===== src/rtl/alu_sequencer.sv =====
// Program sequencer feeding the ALU: fetches 13-bit instruction words and issues each
// as SETUP / ISSUE / HOLD so select/data are stable around a single-cycle perform pulse.
module alu_sequencer #(
    parameter int DEPTH = 16,
    parameter int AW    = 4
) (
    input  logic          clk,
    input  logic          reset,
    input  logic          prog_we,
    input  logic [AW-1:0] prog_addr,
    input  logic [12:0]   prog_wdata,
    input  logic          run,
    input  logic          step,
    input  logic          restart,
    output logic [7:0]    alu_data,
    output logic [3:0]    alu_select,
    output logic          alu_perform,
    output logic [AW-1:0] pc,
    output logic          busy,
    output logic          done
);

    typedef enum logic [2:0] {
        S_IDLE,
        S_SETUP,
        S_ISSUE,
        S_HOLD,
        S_DONE
    } state_t;

    state_t        state_reg;
    logic [12:0]   mem [DEPTH];
    logic [AW-1:0] pc_reg;
    logic [AW-1:0] pc_inc;
    logic [7:0]    data_reg;
    logic [3:0]    select_reg;
    logic          perform_reg;
    logic          busy_reg;
    logic          done_reg;
    logic [12:0]   cur_word;
    logic [12:0]   next_word;

    // Fetch must be visible in the same cycle the decision is made, so the
    // program store is read asynchronously; pc_inc wraps naturally at DEPTH.
    assign pc_inc    = pc_reg + AW'(1);
    assign cur_word  = mem[pc_reg];
    assign next_word = mem[pc_inc];

    always_ff @(posedge clk) begin
        if (prog_we && !busy_reg) begin
            mem[prog_addr] <= prog_wdata;
        end
    end

    always_ff @(posedge clk) begin
        if (!reset) begin
            state_reg   <= S_IDLE;
            pc_reg      <= '0;
            data_reg    <= '0;
            select_reg  <= '0;
            perform_reg <= 1'b0;
            busy_reg    <= 1'b0;
            done_reg    <= 1'b0;
        end else begin
            perform_reg <= 1'b0;
            case (state_reg)
                S_IDLE: begin
                    if (restart) begin
                        pc_reg <= '0;
                    end else if (run || step) begin
                        if (cur_word[12]) begin
                            state_reg <= S_DONE;
                            done_reg  <= 1'b1;
                        end else begin
                            select_reg <= cur_word[11:8];
                            data_reg   <= cur_word[7:0];
                            busy_reg   <= 1'b1;
                            state_reg  <= S_SETUP;
                        end
                    end
                end
                S_SETUP: begin
                    perform_reg <= 1'b1;
                    state_reg   <= S_ISSUE;
                end
                S_ISSUE: begin
                    state_reg <= S_HOLD;
                end
                S_HOLD: begin
                    pc_reg <= pc_inc;
                    if (run) begin
                        if (next_word[12]) begin
                            busy_reg  <= 1'b0;
                            done_reg  <= 1'b1;
                            state_reg <= S_DONE;
                        end else begin
                            select_reg <= next_word[11:8];
                            data_reg   <= next_word[7:0];
                            state_reg  <= S_SETUP;
                        end
                    end else begin
                        busy_reg  <= 1'b0;
                        state_reg <= S_IDLE;
                    end
                end
                S_DONE: begin
                    // Only restart leaves DONE; run and step are deliberately ignored.
                    if (restart) begin
                        pc_reg    <= '0;
                        done_reg  <= 1'b0;
                        state_reg <= S_IDLE;
                    end
                end
                default: begin
                    state_reg <= S_IDLE;
                end
            endcase
        end
    end

    assign alu_data    = data_reg;
    assign alu_select  = select_reg;
    assign alu_perform = perform_reg;
    assign pc          = pc_reg;
    assign busy        = busy_reg;
    assign done        = done_reg;

endmodule


===== config.mk =====
export PLATFORM = sky130hd
export DESIGN_NAME = alu_sequencer
export DESIGN_NICKNAME = d
export VERILOG_FILES = /design/src/rtl/alu_sequencer.sv
export SDC_FILE = /design/constraint.sdc
export NUM_CORES = 1
export LEC_CHECK = 0
export BUFFER_PORTS_ARGS = -buffer_cell sky130_fd_sc_hd__buf_4
export CAP_MARGIN = 20
export CORE_MARGIN = 2
export CORE_UTILIZATION = 27
export DETAILED_ROUTE_END_ITERATION = 10
export PLACE_DENSITY = 0.45
export SETUP_SLACK_MARGIN = 0.3
export SLEW_MARGIN = 20
export SYNTH_ARGS = -nofsm -noshare
export SYNTH_HDL_FRONTEND = slang
export SYNTH_SLANG_ARGS = --single-unit
export TNS_END_PERCENT = 30

===== constraint.sdc =====
create_clock -name clk -period 5.2 [get_ports clk]
set_input_delay 0.78 -clock clk [delete_from_list [all_inputs] [get_ports clk]]
set_output_delay 0.78 -clock clk [all_outputs]
set_load 0.02 [all_outputs]

* After elaboration in Yosys (flattened, before gate mapping) *
Memories as Yosys holds them, arrays and structs flattened. A register that Yosys moved wholly into a read port is not among the register bits.
Cells that the tools add are included.
Widths: inputs -> output; s select.

operators by class
  multiplexer cells = 39
  reduce and logical (&&, ||, !) cells = 13
  equal/unequal tests = 14
  $add $sub $neg = 1

operators by type and width
  kind                 number
  $mux 8               5
  $mux 4               8
  $mux 3               6
  $ne 2x2->1 const B   8
  $pmux 4 s2           2
  $pmux 8 s2           1
  $pmux 3 s5           1
  $mux 1               14
  $reduce_and 7->1     1
  $eq 3x2->1 const B   2
  $reduce_and 6->1     1
  $reduce_and 5->1     1
  $add 4x1->4 const B  1
  $reduce_bool 2->1    2
  $eq 3x1->1 const B   1
  $eq 3x3->1 const B   1
  $logic_not 3->1      1
  $ne 3x3->1 const B   1
  $pmux 1 s3           1
  $reduce_and 3->1     1
  $reduce_bool 3->1    1
  $ne 2x1->1 const B   1
  $pmux 1 s2           1
  $reduce_and 2->1     1
  4 further kinds      4

storage, ports and cells
  bits of input ports = 23
  RAM bits = 208
  flip-flop bits (word level) = 22
  memories = 1
  output and inout port bits = 19

memories
  name  depth  bits a word  read ports  clocked after memory_dff  write ports  line  source
  mem   16     13           2           1                         1            32    logic [12:0] mem [DEPTH];

* Depth between registers and ports, before layout *
  depth in word-level cells = 6
  gate-level depth with buffers = 9

* Least setup slack after synthesis *
Ideal clock, no wire load.

  path kind = input port to flip-flop
  start point = in prog_addr[2]
  end point = mem mem[0][0] (enable)
  setup time = 0.399 ns
  data required time = 4.801 ns
  arrival time = 2.145 ns
  stages on the path = 2
  setup slack = 2.655 ns
  path through = or3_1 nor3_1

RTL lines
  what             line  source
  start, declared  10    input logic [AW-1:0] prog_addr,
  end, declared    32

Straight into the memory's write port.

* Worst setup path after layout *
  start point = reg pc_reg[0], in the netlist pc[0]
  end point = reg select_reg[0], in the netlist alu_select[0]

on the way
  longest elaborated chain between the ends = 5

ends and longest elaborated chain
  what                    line  source
  start, declared         33    logic [AW-1:0] pc_reg;
  start signal, assigned  90    pc_reg <= pc_inc;
  $add 4x1->4 (*)         45    assign pc_inc = pc_reg + AW'(1);
  $mem_v2 16x13 (*)       --
  $mux 4                  92    if (next_word[12]) begin
  $mux 4                  91    if (run) begin
  $pmux 4 s2              66    case (state_reg)
  end signal, assigned    75    select_reg <= cur_word[11:8];
  end signal, assigned    97    select_reg <= next_word[11:8];
  end, declared           36    logic [3:0] select_reg;

Mark *: on every way between the ends. The rest lies on a longest branch, timed or not. The select of a mux whose other input is x is not followed.
A chain may end at the register's enable or synchronous reset.

==> metrics.txt <==
outcome=completed; Critical Path Sink Type=register; Worst-Margin Slew=1.10 ns; cell types occupying the most area after synthesis=sky130_fd_sc_hd__edfxtp_1, sky130_fd_sc_hd__mux4_2, sky130_fd_sc_hd__dfxtp_1, sky130_fd_sc_hd__a22oi_1, sky130_fd_sc_hd__a21oi_1; Post-Synthesis Cells=approximately 570; global-route wire length before repair=around 44000 um; via count of the first global-routing pass=6317; largest clock skew in the final design=between 0.01 and 0.015 ns; power after layout=~4.2 mW; final hold violations=0; grt total ovfl=0; Crit Path Max Fanout=26; number of pins exceeding their max-slew limit in the final report=0; I/O pin total=42; Yosys warning count=0; cell breakdown of the critical path=ha_2, mux4_2, mux2i_1, nand3_1, nand3_1, and2_4, o211a_1; syn_area_per_cell=around 19 um^2; maximum clock insertion buffer count=3; largest area contributor in the synthesized netlist=sky130_fd_sc_hd__edfxtp_1; Slew headroom=a little over a quarter; post-CTS repair timing setup buffer count=0; fin util=32.2%; cell at the slowest stage of the critical path=sky130_fd_sc_hd__ha_2; FILL cells=3732; total negative slack=0 ns; CP Launch Type=register; Routed wire per std cell=around 27 um; placed inst area=11700 um^2; area delta synth->final=17.2%; Hold Buf Count CTS=0; upper clock frequency limit=~260 MHz; Synth Net Count=between 500 and 600; sequential share of the synthesized area=63.2%; Core Area=between 30000 and 40000 um^2; data arrival time of the worst path=approximately 4.3 ns; max reg flops=approximately 210; clock transition time at the flip-flop clock pins of the worst setup and hold paths=around 0.060 ns; EDFF count, synth=~210; initial core utilization=approximately 28%; post-layout instance area=12500 um^2; required time of the worst setup path=5.62 ns; level count of the clock H-tree=1; FFs w/ async S/R, synth=0%; number of gates on the worst path with buffers counted=7; Post-CTS Resized=0; Main synth FF type=sky130_fd_sc_hd__edfxtp_1; die area=between 40000 and 50000 um^2; worst-case reg-to-reg path depth=7; cell at the root of the clock tree=sky130_fd_sc_hd__clkbuf_16; detail-routed via count per cell=5.28; via count=approximately 6000; power density over the cells=around 330 nW/um^2; Worst path max stage delay=between 0.8 and 0.9 ns; Worst-Skew Late Latency=roughly 0.53 ns; die span in y=203 um; aggregate global-route resource usage=between 10% and 20%; Netlist Area Pre-Place=around 11000 um^2; post-route clock period utilization=between 70% and 80%; kind of path behind the tightest hold check=reg2reg; largest net degree at the start of global routing=54; DRC Markers=0; unrepaired setup endpoints after global routing=false; nets=640; Die Span X=203 um; fraction of layout instances using a drive strength above 1=approximately 37%; CTS tree=done; Pre-Repair DR Iteration Count=5; max-capacitance violation count=0; HPWL after DPL=around 18000 um; number of register bits inferred by synthesis=around 230; worst hold margin=0.506 ns; count of buffers from port buffering=41; static leakage=3.91 nW; count of standard-cell rows=slightly above 70; Max VDD drop=around 0.22 mV; CTS sink cnt=234; register with the highest flop count=mem; total setup violations reported at the end of the flow=0; initial antenna violation count=0; TritonCTS Buffers=27; worst setup path category=reg2reg; number of distinct library cells after synthesis=44; Worst Hold Path Cells=1; # diodes=0; total buffers and inverters traversed by the critical path=0; Crit path max-delay family=simple AND/OR/NAND/NOR gates; final weighted congestion in routability-driven placement=~0.75; area share of the largest cell type after synthesis=58.4%; remaining antenna violation count after routing=0; dominant cell type by count on the critical path=sky130_fd_sc_hd__nand3_1; drt initial violations=580; Final Routed Wirelength=a little over 30000 um; crit path time final=about 3.9 ns
-- layer usage --
| layer | track usage (%) | wire, um |
|---|---|---|
| met5 | 0 | 0 |
| met4 | 4.20 | 824 |
| met3 | 2.60 | 2260 |
| met2 | 23.1 | 14000 |
| met1 | 21.5 | 13600 |
-- power breakdown --
part	switching [mW]	internal (mW)	leakage [nW]
Combinational	0.120	0.0807	1.39
Clock	0.736	1.14	0.426
Sequential	0.0303	2.08	2.09
-- synth_stat cells, types with 2 or more instances --
library cell,instances
sky130_fd_sc_hd__nor3_1,6
sky130_fd_sc_hd__nand3_1,18
sky130_fd_sc_hd__or4_1,2
sky130_fd_sc_hd__a31oi_1,2
sky130_fd_sc_hd__mux4_2,115
sky130_fd_sc_hd__dfxtp_1,26
sky130_fd_sc_hd__o21ai_1,2
sky130_fd_sc_hd__o211a_1,12
sky130_fd_sc_hd__a21oi_1,30
sky130_fd_sc_hd__o21ai_0,3
sky130_fd_sc_hd__nand2_1,8
sky130_fd_sc_hd__mux2i_1,9
sky130_fd_sc_hd__clkbuf_1,18
sky130_fd_sc_hd__nand3b_1,2
sky130_fd_sc_hd__edfxtp_1,208
sky130_fd_sc_hd__nor2_1,23
sky130_fd_sc_hd__nor2b_1,6
sky130_fd_sc_hd__nand2b_1,2
sky130_fd_sc_hd__buf_2,10
sky130_fd_sc_hd__a22oi_1,26
sky130_fd_sc_hd__xor2_1,2
sky130_fd_sc_hd__buf_4,10
sky130_fd_sc_hd__buf_6,4
sky130_fd_sc_hd__and2_1,2
-- worst paths after layout --
path	start	endpoint	slack (ns)
worst min register to register	alu_select[1]$_SDFFE_PN0P_	alu_select[1]$_SDFFE_PN0P_	0.51
worst min-delay path	alu_select[1]$_SDFFE_PN0P_	alu_select[1]$_SDFFE_PN0P_	0.51
worst max register to register	pc[0]$_SDFFE_PN0N_	alu_select[0]$_SDFFE_PN0P_	1.35
worst max-delay path	pc[0]$_SDFFE_PN0N_	alu_select[0]$_SDFFE_PN0P_	1.35
-- per-stage QoR --
stage | instances | worst slack (ns)
final | 1155 | 1.35
after global routing | 1155 | 1.17
after CTS | 1155 | 1.35
after detailed placement | 1105 | 1.36
after global placement | 1105 | 1.37
after floorplan | 566 | 2.66
-- cell families (layout without fill, tap and decap cells) --
group / count (synthesis) / count (layout) / synth area share (%)
adder cells (fa/ha/maj): 1 / 1 / 0.117
XOR/XNOR: 4 / 4 / 0.398
multiplexers: 124 / 124 / 25.0
buffers and inverters: 44 / 115 / 2.29
AO/OA/AOI/OAI: 82 / 82 / 5.31
flip-flops: 234 / 234 / 63.2
AND/OR/NAND/NOR: 77 / 77 / 3.64
-- cell usage in the layout (no fill, tap or decap), drive strengths merged, types with 12 or more instances in the layout --
| cell | n |
|---|---|
| edfxtp | 208 |
| clkbuf | 36 |
| dfxtp | 26 |
| buf | 64 |
| a22oi | 26 |
| nand3 | 18 |
| o211a | 12 |
| nor2 | 23 |
| mux4 | 115 |
| a21oi | 30 |
-- final cells by class --
cell class	count	area [um^2]	area share (%)
Inverter	1	3.75	0.0299
Clock inverter	14	150	1.20
Sequential cell	234	6780	54.0
Multi-Input combinational cell	288	3730	29.8
Timing Repair Buffer	64	493	3.93
Clock buffer	36	739	5.89
Tap cell	518	648	5.17
(Power assumes the default switching activity.)
